===== config.mk =====
export PLATFORM = sky130hd
export DESIGN_NAME = fetch_pc_ctrl_flat
export DESIGN_NICKNAME = d
export VERILOG_FILES = /design/src/rtl/fetch_pc_ctrl_if.sv /design/src/rtl/fetch_pc_ctrl.sv /design/src/flat_wrapper.sv
export SDC_FILE = /design/constraint.sdc
export NUM_CORES = 1
export LEC_CHECK = 0
export ABC_AREA = 1
export BUFFER_PORTS_ARGS = -buffer_cell sky130_fd_sc_hd__buf_2
export CORE_MARGIN = 2
export CORE_UTILIZATION = 40
export CTS_CLUSTER_DIAMETER = 100
export DETAILED_ROUTE_END_ITERATION = 6
export HOLD_SLACK_MARGIN = 0.15
export PLACE_DENSITY = 0.66
export SLEW_MARGIN = 20
export SYNTH_ARGS = -nofsm -noshare
export SYNTH_HDL_FRONTEND = slang
export SYNTH_SLANG_ARGS = --single-unit

===== constraint.sdc =====
create_clock -name clk -period 18.7 [get_ports clk]
set_clock_uncertainty 0.1 [all_clocks]
set_input_delay 1.87 -clock clk [delete_from_list [all_inputs] [get_ports clk]]
set_output_delay 1.87 -clock clk [all_outputs]
set_load 0.01 [all_outputs]

===== src/rtl/fetch_pc_ctrl_if.sv =====
// Fetch-stage bus bundle: adder hookup, instruction-memory port, redirect and IF/ID handoff.
interface fetch_pc_ctrl_if #(
    parameter int unsigned WORD    = 64,
    parameter int unsigned INSTR_W = 32
);
    logic [WORD-1:0]    pc_to_adder;
    logic [WORD-1:0]    adder_sum;
    logic               imem_req;
    logic [WORD-1:0]    imem_addr;
    logic               imem_valid;
    logic [INSTR_W-1:0] imem_rdata;
    logic               branch_taken;
    logic [WORD-1:0]    branch_target;
    logic               id_ready;
    logic               ifid_valid;
    logic [WORD-1:0]    ifid_pc;
    logic [INSTR_W-1:0] ifid_instr;

    // Controller side.
    modport master (
        output pc_to_adder,
        input  adder_sum,
        output imem_req,
        output imem_addr,
        input  imem_valid,
        input  imem_rdata,
        input  branch_taken,
        input  branch_target,
        input  id_ready,
        output ifid_valid,
        output ifid_pc,
        output ifid_instr
    );

    // Environment side: adder, instruction memory, later stages and decode.
    modport slave (
        input  pc_to_adder,
        output adder_sum,
        input  imem_req,
        input  imem_addr,
        output imem_valid,
        output imem_rdata,
        output branch_taken,
        output branch_target,
        output id_ready,
        input  ifid_valid,
        input  ifid_pc,
        input  ifid_instr
    );
endinterface


===== src/rtl/fetch_pc_ctrl.sv =====
// Fetch-stage PC controller: sequences instruction-memory reads, buffers one instruction under
// decode back-pressure, and fills the IF/ID register. Next sequential PC comes from the
// external adder (PC+4); taken-branch redirects flush everything in flight.
module fetch_pc_ctrl #(
    parameter int unsigned    WORD     = 64,
    parameter int unsigned    INSTR_W  = 32,
    parameter logic [WORD-1:0] RESET_PC = '0
) (
    input logic              clk,
    input logic              reset,
    fetch_pc_ctrl_if.master  bus
);

    typedef enum logic [1:0] {StIdle, StFetch, StWaitId} state_t;

    state_t             r_state;
    logic [WORD-1:0]    r_pc;
    logic [INSTR_W-1:0] r_pend_instr;
    logic               r_ifid_valid;
    logic [WORD-1:0]    r_ifid_pc;
    logic [INSTR_W-1:0] r_ifid_instr;

    logic               w_slot_free;
    logic [WORD-1:0]    w_redirect_pc;

    assign w_slot_free   = !r_ifid_valid || bus.id_ready;
    // Targets are word aligned; low address bits from the branch unit are ignored.
    assign w_redirect_pc = {bus.branch_target[WORD-1:2], 2'b00};

    // PC, fetch FSM, pending buffer and IF/ID register update.
    always_ff @(posedge clk or posedge reset) begin
        if (reset) begin
            r_state      <= StIdle;
            r_pc         <= RESET_PC;
            r_pend_instr <= '0;
            r_ifid_valid <= 1'b0;
            r_ifid_pc    <= '0;
            r_ifid_instr <= '0;
        end else begin
            // Decode consumed the entry; a reload below overrides this.
            if (r_ifid_valid && bus.id_ready) begin
                r_ifid_valid <= 1'b0;
            end

            if (bus.branch_taken) begin
                r_pc         <= w_redirect_pc;
                r_ifid_valid <= 1'b0;
                r_pend_instr <= '0;
                r_state      <= StFetch;
            end else begin
                case (r_state)
                    StIdle: begin
                        r_state <= StFetch;
                    end
                    StFetch: begin
                        if (bus.imem_valid) begin
                            if (w_slot_free) begin
                                r_ifid_valid <= 1'b1;
                                r_ifid_pc    <= r_pc;
                                r_ifid_instr <= bus.imem_rdata;
                                r_pc         <= bus.adder_sum;
                            end else begin
                                // Hold PC: it stays the address of the buffered word.
                                r_pend_instr <= bus.imem_rdata;
                                r_state      <= StWaitId;
                            end
                        end
                    end
                    StWaitId: begin
                        if (bus.id_ready) begin
                            r_ifid_valid <= 1'b1;
                            r_ifid_pc    <= r_pc;
                            r_ifid_instr <= r_pend_instr;
                            r_pc         <= bus.adder_sum;
                            r_state      <= StFetch;
                        end
                    end
                    default: begin
                        r_state <= StIdle;
                    end
                endcase
            end
        end
    end

    assign bus.pc_to_adder = r_pc;
    assign bus.imem_addr   = r_pc;
    assign bus.imem_req    = (r_state == StFetch) && !bus.branch_taken;
    assign bus.ifid_valid  = r_ifid_valid;
    assign bus.ifid_pc     = r_ifid_pc;
    assign bus.ifid_instr  = r_ifid_instr;

endmodule

===== src/flat_wrapper.sv =====
// flat-port wrapper written by rule: the top's interface ports become plain ports
module fetch_pc_ctrl_flat 
#(
    parameter int unsigned    WORD     = 64,
    parameter int unsigned    INSTR_W  = 32,
    parameter logic [WORD-1:0] RESET_PC = '0
)
  (clk, reset, bus_pc_to_adder, bus_adder_sum, bus_imem_req, bus_imem_addr, bus_imem_valid, bus_imem_rdata, bus_branch_taken, bus_branch_target, bus_id_ready, bus_ifid_valid, bus_ifid_pc, bus_ifid_instr);
  fetch_pc_ctrl_if #(.WORD(WORD), .INSTR_W(INSTR_W)) bus_i ();
  input logic clk;
  input logic reset;
  output wire logic [$bits(bus_i.pc_to_adder)-1:0] bus_pc_to_adder;
  input wire logic [$bits(bus_i.adder_sum)-1:0] bus_adder_sum;
  output wire logic [$bits(bus_i.imem_req)-1:0] bus_imem_req;
  output wire logic [$bits(bus_i.imem_addr)-1:0] bus_imem_addr;
  input wire logic [$bits(bus_i.imem_valid)-1:0] bus_imem_valid;
  input wire logic [$bits(bus_i.imem_rdata)-1:0] bus_imem_rdata;
  input wire logic [$bits(bus_i.branch_taken)-1:0] bus_branch_taken;
  input wire logic [$bits(bus_i.branch_target)-1:0] bus_branch_target;
  input wire logic [$bits(bus_i.id_ready)-1:0] bus_id_ready;
  output wire logic [$bits(bus_i.ifid_valid)-1:0] bus_ifid_valid;
  output wire logic [$bits(bus_i.ifid_pc)-1:0] bus_ifid_pc;
  output wire logic [$bits(bus_i.ifid_instr)-1:0] bus_ifid_instr;
  assign bus_pc_to_adder = bus_i.pc_to_adder;
  assign bus_i.adder_sum = bus_adder_sum;
  assign bus_imem_req = bus_i.imem_req;
  assign bus_imem_addr = bus_i.imem_addr;
  assign bus_i.imem_valid = bus_imem_valid;
  assign bus_i.imem_rdata = bus_imem_rdata;
  assign bus_i.branch_taken = bus_branch_taken;
  assign bus_i.branch_target = bus_branch_target;
  assign bus_i.id_ready = bus_id_ready;
  assign bus_ifid_valid = bus_i.ifid_valid;
  assign bus_ifid_pc = bus_i.ifid_pc;
  assign bus_ifid_instr = bus_i.ifid_instr;
  fetch_pc_ctrl #(.WORD(WORD), .INSTR_W(INSTR_W), .RESET_PC(RESET_PC)) u_core (.clk(clk), .reset(reset), .bus(bus_i));
endmodule

==> results.md <==
* Status: completed
* Kind of critical path: primary input to output pin
* Starting Density at 40.9%
* Asr flop ratio synth at between 90% and 100%
* Top-Level Pins at about 390
* Via count at 9191
* Routed WL at 30.4 mm
* CTS tree: built
* Fraction of layout cells with a size suffix above 1 at approximately 28%
* Crit path time final at ~4.9 ns
* Synth area leader: dfrtp_1
* Worst R2R End: u_core.bus.ifid_instr[31]
* Reg2reg start: u_core.r_state[0]
* PortBufs at roughly 390
* Commonest cells in the netlist: nand2_1, dfrtp_1, nand3_1
* Synth Net Count at 1461
* Post-CTS Setup Repair Bufs at 0
* Setup Viol. Count Final at 0
* Clock H-tree levels at 4
* Most frequent cell after synthesis: nand2_1
* Slowest CP cell: buf_4
* Synth top area share at 48.9%
* Initial antenna violation count at 2
* Nets at 1728
* Critical path endpoint category: output pin
* Hold Crit Start: u_core.bus.ifid_pc[48]
* First-pass GRT wire length at about 47 mm
* CP max stage delay at 0.59 ns
* Post-CTS sizing at 0
* Hold_buf cts at 0
* Post-synthesis sequential area ratio at 48.9%
* P_leak at 7.35 nW
* CTS Buf Count at 17
* Root Driver: clkbuf_16
* Largest net degree at the start of global routing at 119
* Pins Over Slew Limit at 0
* Total negative setup slack at 0 ns
* Vias in the first global route at around 8500
* Reg2reg setup slack at 15.51 ns
* Row cnt at 57
* Critical path data required time at 16.73 ns
* Number of flops mapped to enable cells by yosys at 0
* Slew Limit Headroom at roughly 29%
* Delay-heaviest family, CP: buffers and inverters
* Die ar. at approximately 0.026 sq mm
* Worst Tran Pin Value at between 1 and 1.5 ns
* RSZ-0062 raised after global routing: no
* FF+latch count, synth at between 150 and 200
* Clk slew on worst S/H paths at about 0.080 ns
* Fin cells at 1897
* Count of final hold-check violations at 0
* Synth top area cells: dfrtp_1, nand2_1, nand3_1
* Sum of buffers and inverters on the critical path at 3
* Placed cells at between 1500 and 2000
* Worst skew pair latency at 0.43 ns
* Post-Synth XOR/XNOR Area at 0%
* Wire length per cell at 16.0 um
* DRT Pass-1 Iters at 5
* Die height at 162 um
* Cell Area, Synth at 0.00997 sq mm
* Syn_area_per_cell at 7.72 sq um
* Detailed placer's ending HPWL at 19.6 mm
* Worst Path Max Fanout at 69
* Critical path depth in cells at 4
* Width of the chip at between 150 and 200 um
* Layout area overhead at 22.1%
* Mux cell area share after synthesis at 0%
* Vias per cell at just under 5
* Post-synthesis adder-cell area fraction at 0.502%
* FMAX at 0.204 GHz
* Compound-Gate Fraction of Synth Area at 8.33%
* Main combinational cell family by area after synthesis: simple AND/OR/NAND/NOR gates
* Tightest Hold Check Type: flip-flop to flip-flop
* GRT overflow at 0
* Iteration-0 DRC Markers at 574
* Simple-gate share of the synthesized area at 29.2%
* Arrival time at the worst endpoint at around 2.9 ns
* Worst vdd ir at around 0.090 mV
* Tcrit/Tclk final at 26.3%
* Post-route ant nets at 0
* Clock sinks at 195
* Power density cells at 160 mW/mm^2
* Cells on Worst Hold Path at 2
* Top FF cell, synth: dfrtp_1
* Tot GR Track Use at 22.7%
* Syn Inst Count at ~1300
* DRC errors left at 0
* Gpl congestion at 0.798
* Cell variety after synth at 19
* Hold EP: u_core.bus.ifid_pc[48]
* Worst reg-to-reg path cell count at 9
* Area of the core at 0.0244 sq mm
* Number of max-cap violations at 0
* Crit path cell chain: buf_2, buf_4, nor2_1, buf_2
* Most frequent CP cell: buf_2
* Crit start category: primary input
* Warnings, synthesis at 0
* Max clock buf depth at 2
## routing by layer
| layer | global-route usage [%] | up-vias | wire, um |
|---|---|---|---|
| li1 | - | 4520 | - |
| met1 | 30.7 | 4310 | 13300 |
| met2 | 37.4 | 327 | 14800 |
| met3 | 4.06 | 32 | 1740 |
| met4 | 6.52 | 2 | 574 |
| met5 | 0 | - | 12 |
## how the worst max path moves through the flow
stage / startpoint / end / slack, ns
2_1_floorplan: reset / u_core.bus.ifid_instr[0] / 11.42
4_1_cts: bus_branch_taken / bus_imem_req / 13.78
5_1_grt: bus_branch_taken / bus_imem_req / 13.70
3_3_place_gp: bus_branch_taken / bus_imem_req / 13.79
3_5_place_dp: bus_branch_taken / bus_imem_req / 13.77
6_report: bus_branch_taken / bus_imem_req / 13.79
## worst reg2reg max path, delay by kind of cell, from the launching register on
family | cells | cell delay, ns
buffers and inverters | 3 | 1.04
and+or+nand+nor | 5 | 1.00
adders and majority gates | 1 | 0.59
DFF | 1 | 0.41
## metrics by stage
step           util [%]  setup slack (ns)  hold slack, ns  power, W  cell area [sq um]
2_1_floorplan         -             11.42           0.378   0.00129               9970
3_3_place_gp       47.2             13.79           0.348   0.00156              11500
3_5_place_dp       47.2             13.77           0.353   0.00158              11500
4_1_cts            49.7             13.78           0.372   0.00196              12100
5_1_grt            49.9             13.70           0.384   0.00209              12200
6_report           49.9             13.79           0.368   0.00194              12200
## report_power, final
group	internal (W)	switching, W	leakage, nW
sequential	0.000585	0.000139	2.49
clock	0.000198	0.000185	0.300
combinational	0.000309	0.000528	4.56
total	0.00109	0.000852	7.35
## layout by cell type, fill, tap and decap left out, drive strengths merged
cell type and instances:
buf 398, dfrtp 195, o21bai 64, nand3 194
inv 115, clkinvlp 1, a21oi 1, clkinv 5
o21ai 69, ha 4, nor3 1, diode 1
nor2 11, bufinv 1, nand2 495, clkbuf 18
## layout make-up
type,instances,area (sq um)
clock inverters,14,178
flip-flops and latches,195,4880
well taps,324,405
repair buffers,398,2030
clock buffers,18,439
multi-input cells,839,3820
diodes,1,2.50
fillers,2507,12200
inverters,108,414
## state kept, by name, summed over array words and instances, names as in the netlist
register and count:
u_core.bus.ifid_instr 32, u_core.bus.ifid_pc 64, u_core.r_pend_instr 32, u_core.bus.imem_addr 64, u_core.r_state 2, u_core.bus.ifid_valid 1
## kinds of logic (layout without fill, tap and decap cells)
family | after synthesis | in the layout
AND/OR/NAND/NOR | 701 | 701
buffers and inverters | 258 | 538
flip-flops | 195 | 195
AO/OA/AOI/OAI | 134 | 134
adder cells (fa/ha/maj) | 4 | 4
other | 0 | 1
(Power assumes the default switching activity.)
